[src/rtl/gpi_debounce_if.sv]
// Bus between the raw-input conditioner and its user: raw levels and flag
// clears in, debounced levels and sticky rising-edge flags out.
interface gpi_debounce_if #(
    parameter int WIDTH = 32
);
    logic [WIDTH-1:0] raw_in;
    logic             clr_en;
    logic [WIDTH-1:0] clr_mask;
    logic [WIDTH-1:0] clean_out;
    logic [WIDTH-1:0] edge_out;

    modport master (
        output raw_in,
        output clr_en,
        output clr_mask,
        input  clean_out,
        input  edge_out
    );

    modport slave (
        input  raw_in,
        input  clr_en,
        input  clr_mask,
        output clean_out,
        output edge_out
    );
endinterface

[src/rtl/gpi_debounce.sv]
// Two-flop synchroniser, shared sample tick and per-bit stability counters per input;
// sticky rising-edge flags are built only when GPI_DEBOUNCE_EDGE_EN is defined.
module gpi_debounce #(
    parameter int WIDTH    = 32,
    parameter int TICK_DIV = 50000,
    parameter int STABLE   = 4
) (
    input  logic           clk,
    input  logic           rst,
    gpi_debounce_if.slave  bus_io
);
    localparam int PW = (TICK_DIV > 1) ? $clog2(TICK_DIV) : 1;
    localparam int CW = (STABLE > 1) ? $clog2(STABLE + 1) : 1;
    localparam logic [PW-1:0] PRESC_LAST = PW'(TICK_DIV - 1);
    localparam logic [CW-1:0] CNT_LAST   = CW'(STABLE - 1);

    logic [WIDTH-1:0] sync1_q;
    logic [WIDTH-1:0] sync2_q;
    logic [PW-1:0]    presc_q;
    logic [PW-1:0]    presc_d;
    logic             tick;
    logic [WIDTH-1:0] clean_q;
    logic [WIDTH-1:0] clean_d;

    always_ff @(posedge clk or negedge rst) begin
        if (!rst) begin
            sync1_q <= '0;
            sync2_q <= '0;
        end else begin
            sync1_q <= bus_io.raw_in;
            sync2_q <= sync1_q;
        end
    end

    // With TICK_DIV=1 the count is pinned at 0 and tick is high every cycle.
    assign tick = (presc_q == PRESC_LAST);

    always_comb begin
        presc_d = presc_q + PW'(1);
        if (tick) begin
            presc_d = '0;
        end
    end

    always_ff @(posedge clk or negedge rst) begin
        if (!rst) begin
            presc_q <= '0;
        end else begin
            presc_q <= presc_d;
        end
    end

    for (genvar gi = 0; gi < WIDTH; gi++) begin : g_bit
        logic [CW-1:0] cnt_q;
        logic [CW-1:0] cnt_d;
        logic          bit_d;

        // The counter tracks consecutive ticks disagreeing with the clean level;
        // any agreeing tick restarts it, so it never passes STABLE-1.
        always_comb begin
            cnt_d = cnt_q;
            bit_d = clean_q[gi];
            if (tick) begin
                if (sync2_q[gi] == clean_q[gi]) begin
                    cnt_d = '0;
                end else if (cnt_q == CNT_LAST) begin
                    cnt_d = '0;
                    bit_d = ~clean_q[gi];
                end else begin
                    cnt_d = cnt_q + CW'(1);
                end
            end
        end

        always_ff @(posedge clk or negedge rst) begin
            if (!rst) begin
                cnt_q <= '0;
            end else begin
                cnt_q <= cnt_d;
            end
        end

        assign clean_d[gi] = bit_d;
    end

    always_ff @(posedge clk or negedge rst) begin
        if (!rst) begin
            clean_q <= '0;
        end else begin
            clean_q <= clean_d;
        end
    end

    assign bus_io.clean_out = clean_q;

`ifdef GPI_DEBOUNCE_EDGE_EN
    logic [WIDTH-1:0] rise;
    logic [WIDTH-1:0] edge_q;
    logic [WIDTH-1:0] edge_d;

    assign rise = clean_d & ~clean_q;

    // A rise in the same cycle as a clear of that bit keeps the flag set.
    always_comb begin
        edge_d = (edge_q & ~(bus_io.clr_en ? bus_io.clr_mask : '0)) | rise;
    end

    always_ff @(posedge clk or negedge rst) begin
        if (!rst) begin
            edge_q <= '0;
        end else begin
            edge_q <= edge_d;
        end
    end

    assign bus_io.edge_out = edge_q;
`else
    logic unused_clr;
    assign unused_clr      = &{1'b0, bus_io.clr_en, bus_io.clr_mask};
    assign bus_io.edge_out = '0;
`endif
endmodule

[src/flat_wrapper.sv]
// flat-port wrapper written by rule: the top's interface ports become plain ports
module gpi_debounce_flat 
#(
    parameter int WIDTH    = 32,
    parameter int TICK_DIV = 50000,
    parameter int STABLE   = 4
)
  (clk, rst, bus_io_raw_in, bus_io_clr_en, bus_io_clr_mask, bus_io_clean_out, bus_io_edge_out);
  gpi_debounce_if #(.WIDTH(WIDTH)) bus_io_i ();
  input  logic clk;
  input  logic rst;
  input wire logic [$bits(bus_io_i.raw_in)-1:0] bus_io_raw_in;
  input wire logic [$bits(bus_io_i.clr_en)-1:0] bus_io_clr_en;
  input wire logic [$bits(bus_io_i.clr_mask)-1:0] bus_io_clr_mask;
  output wire logic [$bits(bus_io_i.clean_out)-1:0] bus_io_clean_out;
  output wire logic [$bits(bus_io_i.edge_out)-1:0] bus_io_edge_out;
  assign bus_io_i.raw_in = bus_io_raw_in;
  assign bus_io_i.clr_en = bus_io_clr_en;
  assign bus_io_i.clr_mask = bus_io_clr_mask;
  assign bus_io_clean_out = bus_io_i.clean_out;
  assign bus_io_edge_out = bus_io_i.edge_out;
  gpi_debounce #(.WIDTH(WIDTH), .TICK_DIV(TICK_DIV), .STABLE(STABLE)) u_core (.clk(clk), .rst(rst), .bus_io(bus_io_i));
endmodule
[config.mk]
export PLATFORM = sky130hd
export DESIGN_NAME = gpi_debounce_flat
export DESIGN_NICKNAME = d
export VERILOG_FILES = /design/src/rtl/gpi_debounce_if.sv /design/src/rtl/gpi_debounce.sv /design/src/flat_wrapper.sv
export SDC_FILE = /design/constraint.sdc
export NUM_CORES = 1
export LEC_CHECK = 0
export ABC_AREA = 1
export BUFFER_PORTS_ARGS = -buffer_cell sky130_fd_sc_hd__buf_4
export CAP_MARGIN = 20
export CORE_UTILIZATION = 62
export DETAILED_ROUTE_END_ITERATION = 6
export PLACE_DENSITY = 0.85
export SYNTH_ARGS = -nofsm -noshare
export SYNTH_HDL_FRONTEND = slang
export SYNTH_SLANG_ARGS = --single-unit
[constraint.sdc]
create_clock -name clk -period 3.6 [get_ports clk]
set_input_delay 0.18 -clock clk [delete_from_list [all_inputs] [get_ports clk]]
set_output_delay 0.18 -clock clk [all_outputs]
set_load 0.01 [all_outputs]
==> flow_summary_export.csv, run 1 <==
group,metric,value,unit
run_status,status,"complete, no violations",
cts,cts_buffer_depth,3,
setup_path,rrSetupSlack,1.33,ns
cells_and_area,syn_to_final_growth,15.5,%
cts,clock_sinks,208,
timing,period_minus_slack,2.27,ns
cells_and_area,finalNonFillerCells,1480,
job,max-cap-violations,0,
cts,clock_latency,0.50,ns
floorplan,io_pins,131,
routing,wl,17800,um
setup_path,cp_max_fo,34,
timing,hold_ws,0.323,ns
power_and_ir_drop,clkPwrFrac,46.6,%
setup_path,path_cells,"ha_1 > nand3_1 > inv_1 > nand3_2 > nor2_1 > nor2_1",
logic_synthesis,synth_edf_count,0,
timing,setup_viol,0,
routing,ant_nets,0,
logic_synthesis,async_flop_share,100,%
logic_synthesis,syn_inst,1160,
timing,hold_viol,0,
routing,via_per_inst,4.93,
logic_synthesis,yosys.area.top_type_share,53.0,%
placed_design,port_buffers,65,
setup_path,cp_common_cell,"nor2_1",
timing,worst_pin_slew,0.985,ns
setup_path,end_kind,"register",
power_and_ir_drop,pwr-share-comb,3.8,%
power_and_ir_drop,vdd_ir_drop_max,0.409,mV
placed_design,dp_hpwl,10700,um
global_route,antenna_found_initial,0,
global_route,grt_pass1_vias,6940,
cts,cts_root_buf,"clkbuf_16",
floorplan,rows,45,
floorplan,initial_core_util,64.1,%
logic_synthesis,syn_avg_cell_area,8.47,sq um
floorplan,chipHeight,128,um
worst_hold_path,worst_hold_path_type,"in -> reg",
timing,max_freq,441,MHz
global_route,grt_max_degree,123,
power_and_ir_drop,p_seq_share,49.5,%
routing,drt_iter0_markers,419,
logic_synthesis,synthTopCellsByCount,"nand2_1 (341), dfrtp_1 (208), nor2_1 (175)",
logic_synthesis,ys_top_cells_by_area,"dfrtp_1 (53%), nand2_1 (13%), nor2_1 (6.7%), inv_1 (6.5%), ha_1 (4.2%)",
cells_and_area,final_layout_size_suffix_gt1_share,12.3,%
cells_and_area,finalNetCount,1358,
cts,h-tree-depth,1,
setup_path,crit_slowest_cell,"nand3_2",
logic_synthesis,synth_flop_cell,"dfrtp_1",
power_and_ir_drop,power,0.00483,W
power_and_ir_drop,power.internal,0.00382,W
setup_path,critical-path-max-stage-delay,0.73,ns
setup_path,required,3.97,ns
logic_synthesis,ys_seq_area_share,53.0,%
cells_and_area,fill_cells,1053,
cts,cts_made_buffers,22,
global_route,overflow,0,
routing,vias,7291,
global_route,grt_use_total,22.8,%
power_and_ir_drop,swShare,20.8,%
timing,fin_crit_sh,63.0,%
routing,wire_per_inst,12.0,um
logic_synthesis,synthesis.area,9820,sq um
global_route,grt_pass1_wl,30400,um
logic_synthesis,ys_ff_latch,208,
power_and_ir_drop,switching_power,0.00100,W
cts,path_clk_slew,0.06,ns
cells_and_area,final_core_util,74.1,%
timing,setup_tns,0,ns
logic_synthesis,ys_warn_count,0,
cells_and_area,num_antenna_cells,0,
setup_path,cp-start-kind,"register",
power_and_ir_drop,p_leak,6.11,nW
cts,cts_tree,"built",
logic_synthesis,synth_most_common_cell,"nand2_1",
routing,drtPass1Iterations,6,
floorplan,design.core.area,15300,sq um
placed_design,dp_cells,1412,
setup_path,arrival,2.64,ns
cts,post_cts_buffers,0,
power_and_ir_drop,powerDensity,425,nW/um^2
setup_path,path_class,"reg -> reg",
timing,relSlewSlack,34.3,%
timing,slew_viol_final,0,
timing,fin_worst_skew,0.0121,ns
logic_synthesis,synth_top_area_cell,"dfrtp_1",
floorplan,dieArea,16300,sq um
floorplan,die_x,128,um
placed_design,gp_congestion,0.776,
routing,drc,0,
logic_synthesis,synth_cell_types,23,
timing,rsz0062_at_grt,"no",
repair_timing:
| item | CTS | global route |
|---|---|---|
| hold endpoints to repair | 150 | 0 |
| gates resized for setup | 0 | 0 |
| hold buffers | 33 | 0 |
flip-flops by register name, summed over array words and instances, names as in the netlist:
signal                   cells
u_core.bus_io.clean_out     32
u_core.g_bit.cnt_q          96
u_core.presc_q              16
u_core.sync1_q              32
u_core.sync2_q              32
cell usage in the layout, fill, tap and decap left out, types with 19 or more instances in the layout:
master | Yosys | final
nand2_1 | 341 | 341
dfrtp_1 | 208 | 208
nor2_1 | 175 | 175
inv_1 | 171 | 171
buf_4 | 40 | 70
o21ai_2 | 45 | 45
nand3_1 | 43 | 42
nand4_1 | 35 | 35
ha_1 | 33 | 33
dlygate4sd3_1 | 0 | 33
conb_1 | 1 | 32
clkbuf_16 | 0 | 23
o21ai_1 | 19 | 19
final timing paths:
check | start | depth (start not counted) | to
hold reg to reg | u_core.sync1_q[24]$_DFF_PN0_ | 0 | u_core.sync2_q[24]$_DFF_PN0_
setup / recovery | u_core.presc_q[0]$_DFF_PN0_ | 6 | u_core.g_bit[19].cnt_q[2]$_DFFE_PN0N_
min in group asynchronous | rst | 2 | u_core.bus_io.clean_out[8]$_DFFE_PN0P_
hold / removal | bus_io_raw_in[0] | 2 | u_core.sync1_q[0]$_DFF_PN0_
setup reg to reg | u_core.presc_q[0]$_DFF_PN0_ | 6 | u_core.g_bit[19].cnt_q[2]$_DFFE_PN0N_
max in group asynchronous | rst | 3 | u_core.g_bit[15].cnt_q[1]$_DFFE_PN0N_
power groups by stage:
stage          sequential [W]  combinational (W)  clock, W
2_1_floorplan         0.00243          0.0000941         0
3_3_place_gp          0.00243           0.000153         0
3_5_place_dp          0.00243           0.000157         0
4_1_cts               0.00239           0.000187   0.00229
5_1_grt               0.00239           0.000214   0.00239
6_report              0.00239           0.000185   0.00225
worst max-delay path: cells and delay by family, from the launching register on:
family | cells | cell delay, ns
adder cells (fa/ha/maj) | 1 | 0.19
buffers and inverters | 1 | 0.18
flip-flops | 1 | 0.37
AND/OR/NAND/NOR | 4 | 1.39
per-layer routing:
metal	vias up	global-route usage (%)	wire length [um]
li1	3688	-	-
met1	3439	27.7	7810
met2	132	42.1	9010
met3	32	3.55	618
met4	0	6.23	340
met5	-	0	0
final cells by class:
cell class / instances / area (sq um) / area share, %
clock buffers: 30 / 642 / 5.66
clock inverters: 5 / 78.8 / 0.695
inverters: 173 / 649 / 5.73
multi-input cells: 747 / 3590 / 31.7
flip-flops and latches: 208 / 5200 / 45.9
well taps: 211 / 264 / 2.33
repair buffers: 106 / 910 / 8.02
metrics by stage:
stage / setup slack (ns) / instance area (sq um)
2_1_floorplan: 2.17 / 9940
3_3_place_gp: 1.48 / 10300
3_5_place_dp: 1.42 / 10300
4_1_cts: 1.35 / 11300
5_1_grt: 1.18 / 11300
6_report: 1.33 / 11300
logic make-up (layout without fill, tap and decap cells):
family	Yosys count	after routing	synth area share, %
xor gates and xnor gates	7	7	0.624
DFF	208	208	53.0
adders and majority gates	33	33	4.20
and+or+nand+nor	607	607	25.1
other	1	32	0.0382
buffers and inverters	236	314	11.8
AOI/OAI and AO/OA	68	68	5.26
Power figures use the tool's default switching activity.
==> inputs of run 2 (changes only) <==
- CORE_UTILIZATION: 62 -> 58
- PLACE_DENSITY: 0.85 -> 0.8
- clock period: 3.6 -> 2.2 ns (I/O delays scaled with it)
==> flow_summary_export.csv, run 2 (synthesis gave the netlist of run 1 again) <==
group,metric,value,unit
run_status,status,"complete, no violations",
setup_path,cp-start-kind,"register",
timing,rsz0062_at_grt,"no",
routing,drc,0,
setup_path,path_class,"reg -> reg",
setup_path,crit_family,"simple AND/OR/NAND/NOR gates",
routing,vias,7272,
floorplan,die_x,132,um
power_and_ir_drop,powerDensity,674,nW/um^2
power_and_ir_drop,vdd_ir_drop_max,0.600,mV
routing,via_per_inst,4.86,
cells_and_area,num_antenna_cells,0,
setup_path,required,2.63,ns
cts,h-tree-depth,1,
floorplan,dieArea,17500,sq um
cells_and_area,finalNetCount,1363,
worst_hold_path,worst_hold_path_type,"in -> async",
timing,hold_ws,0.171,ns
timing,period_minus_slack,1.78,ns
placed_design,dp_hpwl,10800,um
job,max-cap-violations,0,
floorplan,rows,47,
routing,ant_nets,0,
floorplan,initial_core_util,59.2,%
timing,fin_crit_sh,81.0,%
timing,worst_pin_slew,0.559,ns
setup_path,cp_max_fo,64,
routing,wl,17000,um
global_route,grt-busiest-layer,"met2",
cts,post_cts_buffers,0,
global_route,globalRouteMet3Util,3.19,%
floorplan,design.core.area,16600,sq um
global_route,grt_util_met1,25.4,%
power_and_ir_drop,p_leak,6.12,nW
cts,clock_sinks,208,
cells_and_area,final_layout_size_suffix_gt1_share,12.6,%
timing,fin_worst_skew,0.0105,ns
setup_path,r2r_cells,7,
cells_and_area,syn_to_final_growth,15.9,%
global_route,grt_pass1_wl,29600,um
global_route,overflow,0,
cts,cts_made_buffers,23,
cells_and_area,regMostFlops,"u_core.g_bit.cnt_q",
cells_and_area,final_common_cell,"nand2_1",
floorplan,io_pins,131,
cells_and_area,largest_reg_flops,96,
cts,cts_buffer_depth,3,
floorplan,chipHeight,132,um
cts,cts_root_buf,"clkbuf_16",
setup_path,end_kind,"register",
cts,clock_latency,0.50,ns
setup_path,arrival,2.21,ns
global_route,antenna_found_initial,0,
routing,drt_iter0_markers,281,
cts,path_clk_slew,0.06,ns
global_route,grt_pass1_vias,6870,
timing,setup_viol,0,
cells_and_area,layout.cells.most_common_list,"nand2_1 (341), dfrtp_1 (208), nor2_1 (175), inv_1 (171), buf_4 (70)",
setup_path,path_cells,"ha_1 > nand3_1 > nor2_4 > nand2_4 > buf_12 > nand2_1 > o21ai_2",
routing,wire_per_inst,11.3,um
timing,hold_viol,0,
routing,drtPass1Iterations,7,
timing,max_freq,561,MHz
global_route,grt_use_total,20.5,%
cts,cts_tree,"built",
global_route,use_met2,37.3,%
placed_design,port_buffers,65,
global_route,grt_max_degree,68,
setup_path,cp.depth,7,
timing,setup_tns,0,ns
timing,relSlewSlack,62.7,%
setup_path,critical-path-max-stage-delay,0.39,ns
setup_path,critPathBufInv,1,
setup_path,crit_slowest_cell,"dfrtp_1",
timing,slew_viol_final,0,
placed_design,gp_congestion,0.811,
==> run 2: cell types whose count changed in the layout (fill, tap and decap cells not counted) <==
cell        previous run  this run
clkbuf_1               3         5
clkinv_4               1         0
clkinvlp_4             0         1
clkbuf_8               5         3
bufinv_16              2         0
buf_12                 2         6
inv_6                  0         1
clkinv_2               2         6
==> run 2: power breakdown <==
group / internal (W) / switching [W]
logic: 0.000118 / 0.000188
clock network: 0.00198 / 0.00147
registers: 0.00389 / 0.0000234
total: 0.00598 / 0.00168
==> run 2: per-layer routing <==
layer / share of wire [%] / up-vias / wire [um]
met5: 0 / - / 0
met4: 1.7 / 0 / 287
met3: 3.5 / 25 / 587
met2: 49 / 124 / 8330
met1: 46 / 3435 / 7760
li1: - / 3688 / -
==> run 2: worst paths after layout <==
check / startpoint / to / slack [ns]
min reg2reg: u_core.sync1_q[7]$_DFF_PN0_ / u_core.sync2_q[7]$_DFF_PN0_ / 0.35
max reg2reg: u_core.presc_q[0]$_DFF_PN0_ / u_core.g_bit[21].cnt_q[1]$_DFFE_PN0N_ / 0.42
min: rst / u_core.bus_io.clean_out[16]$_DFFE_PN0P_ / 0.17
max: u_core.presc_q[0]$_DFF_PN0_ / u_core.g_bit[21].cnt_q[1]$_DFFE_PN0N_ / 0.42
max in group asynchronous: rst / u_core.bus_io.clean_out[21]$_DFFE_PN0P_ / 1.29
min in group clk: bus_io_raw_in[3] / u_core.sync1_q[3]$_DFF_PN0_ / 0.25
==> run 2: metrics by stage <==
stage	instance area [sq um]	power [W]	setup slack (ns)	util, %	cells
2_1_floorplan	9940	0.00413	0.771	-	1191
3_3_place_gp	10400	0.00423	0.488	62.6	1425
3_5_place_dp	10400	0.00424	0.447	62.6	1425
4_1_cts	11400	0.00775	0.429	68.6	1496
5_1_grt	11400	0.00793	0.240	68.6	1496
6_report	11400	0.00767	0.419	68.6	1496
==> run 2: cell type report <==
type,count,area (sq um)
Multi-Input combinational cell,747,3590
Inverter,173,649
Timing Repair Buffer,110,990
Fill cell,1263,5200
Sequential cell,208,5200
Tap cell,220,275
Clock buffer,30,622
Clock inverter,8,46.3
==> run 2: what timing repair did <==
item | in CTS | in global routing
gates resized for setup | 0 | 0
hold buffers | 33 | 0
endpoints found under the hold margin | 94 | 0
==> inputs of run 3 (changes only) <==
- ABC_AREA: 1 -> 0
- CORE_UTILIZATION: 58 -> 51
- PLACE_DENSITY: 0.8 -> 0.75
- clock period: 2.2 -> 1.5 ns (I/O delays scaled with it)
==> flow_summary_export.csv, run 3 <==
group,metric,value,unit
setup_path,critical-path-max-stage-delay,0.41,ns
floorplan,rows,47,
timing,fin_worst_skew,0.00845,ns
timing,slew_viol_final,0,
timing,max_freq,538,MHz
placed_design,port_buffers,65,
global_route,grt_use_total,21.6,%
logic_synthesis,ys_ff_latch,208,
run_status,violations,"negative setup slack",
cells_and_area,regMostFlops,"u_core.g_bit.cnt_q",
placed_design,place_area,9910,sq um
floorplan,design.core.area,16800,sq um
logic_synthesis,synthesis.area,8900,sq um
floorplan,chipHeight,134,um
routing,drtPass1Iterations,4,
setup_path,r2r_start,"u_core.presc_q[10]$_DFF_PN0_",
logic_synthesis,synth_top_area_cell,"dfrtp_1",
cts,h-tree-depth,1,
setup_path,worstReg2RegEnd,"u_core.bus_io.clean_out[5]$_DFFE_PN0P_",
setup_path,cp_max_fo,13,
cells_and_area,final_layout_size_suffix_gt1_share,39.4,%
power_and_ir_drop,powerDensity,924,nW/um^2
timing,fin_crit_sh,124,%
logic_synthesis,synth_flop_cell,"dfrtp_1",
floorplan,io_pins,131,
cts,clock_sinks,208,
power_and_ir_drop,vdd_ir_drop_max,0.888,mV
logic_synthesis,async_flop_share,100,%
logic_synthesis,synth_cell_types,39,
timing,period_minus_slack,1.86,ns
placed_design,dp_cells,1086,
setup_path,arrival,2.24,ns
setup_path,crit_slowest_cell,"dfrtp_1",
timing,rsz0062_at_grt,"yes",
cts,cts_tree,"built",
logic_synthesis,ys_top_cells_by_area,"dfrtp_1 (58%), mux2_4 (5.2%), nand2_1 (5.1%), ha_1 (4.6%), nor2_1 (4.1%)",
timing,setup_tns,-28.50,ns
logic_synthesis,synthTopCellsByCount,"dfrtp_1 (208), nand2_1 (121), nor2_1 (97)",
logic_synthesis,ys_warn_count,0,
timing,hold_viol,0,
routing,wire_per_inst,16.2,um
setup_path,required,1.88,ns
job,max-cap-violations,0,
timing,setup_viol,137,
logic_synthesis,syn_inst,774,
setup_path,path_class,"reg -> reg",
routing,ant_nets,0,
placed_design,dp_hpwl,9810,um
setup_path,r2r_cells,5,
floorplan,initial_core_util,52.9,%
cells_and_area,layout.cells.most_common_list,"dfrtp_1 (208), buf_4 (96), nor2_1 (61), nand2_1 (47), nand2_2 (47)",
global_route,overflow,0,
placed_design,gp_congestion,0.732,
routing,via_per_inst,5.15,
power_and_ir_drop,power,0.0114,W
cells_and_area,final_core_util,73.3,%
run_status,status,"finished with violations",
setup_path,rrSetupSlack,-0.36,ns
global_route,grt_max_degree,46,
global_route,grt_pass1_vias,6457,
logic_synthesis,yosys.area.top_type_share,58.5,%
setup_path,path_cells,"nor4b_4 > and4_4 > buf_12 > and3_4 > mux2_4",
routing,drt_iter0_markers,245,
floorplan,dieArea,18000,sq um
cts,clock_latency,0.50,ns
cells_and_area,final_common_cell,"dfrtp_1",
cts,cts_buffer_depth,3,
cts,cts_root_buf,"clkbuf_16",
power_and_ir_drop,p_leak,6.00,nW
global_route,grt_pass1_wl,31100,um
logic_synthesis,syn_avg_cell_area,11.5,sq um
cells_and_area,finalNonFillerCells,1189,
routing,wl,19300,um
setup_path,critPathBufInv,1,
setup_path,crit_family,"simple AND/OR/NAND/NOR gates",
floorplan,die_x,134,um
global_route,antenna_found_initial,0,
setup_path,cp-start-kind,"register",
cells_and_area,fin_area,12300,sq um
cells_and_area,largest_reg_flops,96,
logic_synthesis,ys_seq_area_share,58.5,%
cts,cts_made_buffers,23,
cells_and_area,syn_to_final_growth,38.5,%
cts,path_clk_slew,0.06,ns
logic_synthesis,synth_most_common_cell,"dfrtp_1",
worst_hold_path,worst_hold_path_type,"in -> async",
timing,timing.final.ws_setup,-0.357,ns
cells_and_area,num_antenna_cells,0,
routing,vias,6120,
cells_and_area,fill_cells,1065,
cells_and_area,finalNetCount,1056,
routing,drc,0,
setup_path,end_kind,"register",
logic_synthesis,synth_edf_count,0,
==> run 3: cell count changes in the layout (fill, tap and decap cells not counted), moves of 23 or more <==
cell | before | now
inv_1 | 171 | 29
mux2_4 | 0 | 31
nand2_4 | 1 | 27
nand4_1 | 35 | 5
nor2_1 | 175 | 61
o21ai_2 | 45 | 13
nor2_4 | 2 | 26
and3_4 | 0 | 29
buf_4 | 70 | 96
a21oi_1 | 1 | 24
xnor2_1 | 1 | 38
nand2_1 | 341 | 47
nand2_2 | 0 | 47
==> run 3: kinds of logic (layout without fill, tap and decap cells) <==
family,after synthesis,after routing,share of synthesized area [%]
AO/OA/AOI/OAI,66,66,4.30
XOR/XNOR,44,44,4.33
adder cells (fa/ha/maj),33,33,4.64
buffers and inverters,83,245,5.59
flip-flops,208,208,58.5
multiplexers,33,33,5.47
other,1,32,0.0421
AND/OR/NAND/NOR,306,308,17.1
==> run 3: worst max path at each step <==
stage	from	end	slack (ns)	depth (start not counted)
CTS	u_core.presc_q[7]$_DFF_PN0_	u_core.g_bit[5].cnt_q[0]$_DFFE_PN0N_	-0.33	7
global route	u_core.presc_q[7]$_DFF_PN0_	u_core.bus_io.clean_out[5]$_DFFE_PN0P_	-0.43	5
finish	u_core.presc_q[10]$_DFF_PN0_	u_core.bus_io.clean_out[5]$_DFFE_PN0P_	-0.36	5
floorplan	u_core.presc_q[0]$_DFF_PN0_	u_core.bus_io.clean_out[25]$_DFFE_PN0P_	-0.23	6
detailed placement	u_core.presc_q[7]$_DFF_PN0_	u_core.bus_io.clean_out[2]$_DFFE_PN0P_	-0.35	5
global placement	u_core.presc_q[7]$_DFF_PN0_	u_core.bus_io.clean_out[28]$_DFFE_PN0P_	-0.32	5
==> run 3: final cells by class <==
cell class	count	area [sq um]	share of cell area [%]
Sequential cell	208	5200	42.2
Multi-Input combinational cell	516	4140	33.6
Timing Repair Buffer	178	1910	15.5
Clock buffer	34	667	5.41
Tap cell	220	275	2.23
Inverter	29	109	0.883
Clock inverter	4	23.8	0.193
==> run 3: what timing repair did <==
item | 4_1_cts | 5_1_grt
hold endpoints to repair | 240 | 0
gates resized for setup | 149 | 116
pin swaps | 102 | 20
buffers inserted | 21 | 7
endpoints found under the setup margin | 131 | 141
hold buffers | 33 | 0
gates cloned | 13 | 0
==> run 3: per-layer routing <==
layer	share of wire (%)	vias up	track usage (%)
li1	-	2874	-
met1	42	3083	26.3
met2	52	121	38.7
met3	3.4	42	3.82
met4	2.6	0	7.18
met5	0	-	0
==> run 3: report_power, final <==
group          switching, W  internal, W
sequential        0.0000475      0.00570
clock               0.00215      0.00305
combinational      0.000259     0.000180
==> run 3: stage by stage <==
stage                     hold WS (ns)  setup WS, ns
final                           0.0670        -0.357
after global routing            0.0916        -0.427
after CTS                       0.0804        -0.331
after detailed placement        0.0359        -0.348
after global placement          0.0345        -0.317
after floorplan                 -0.221        -0.229
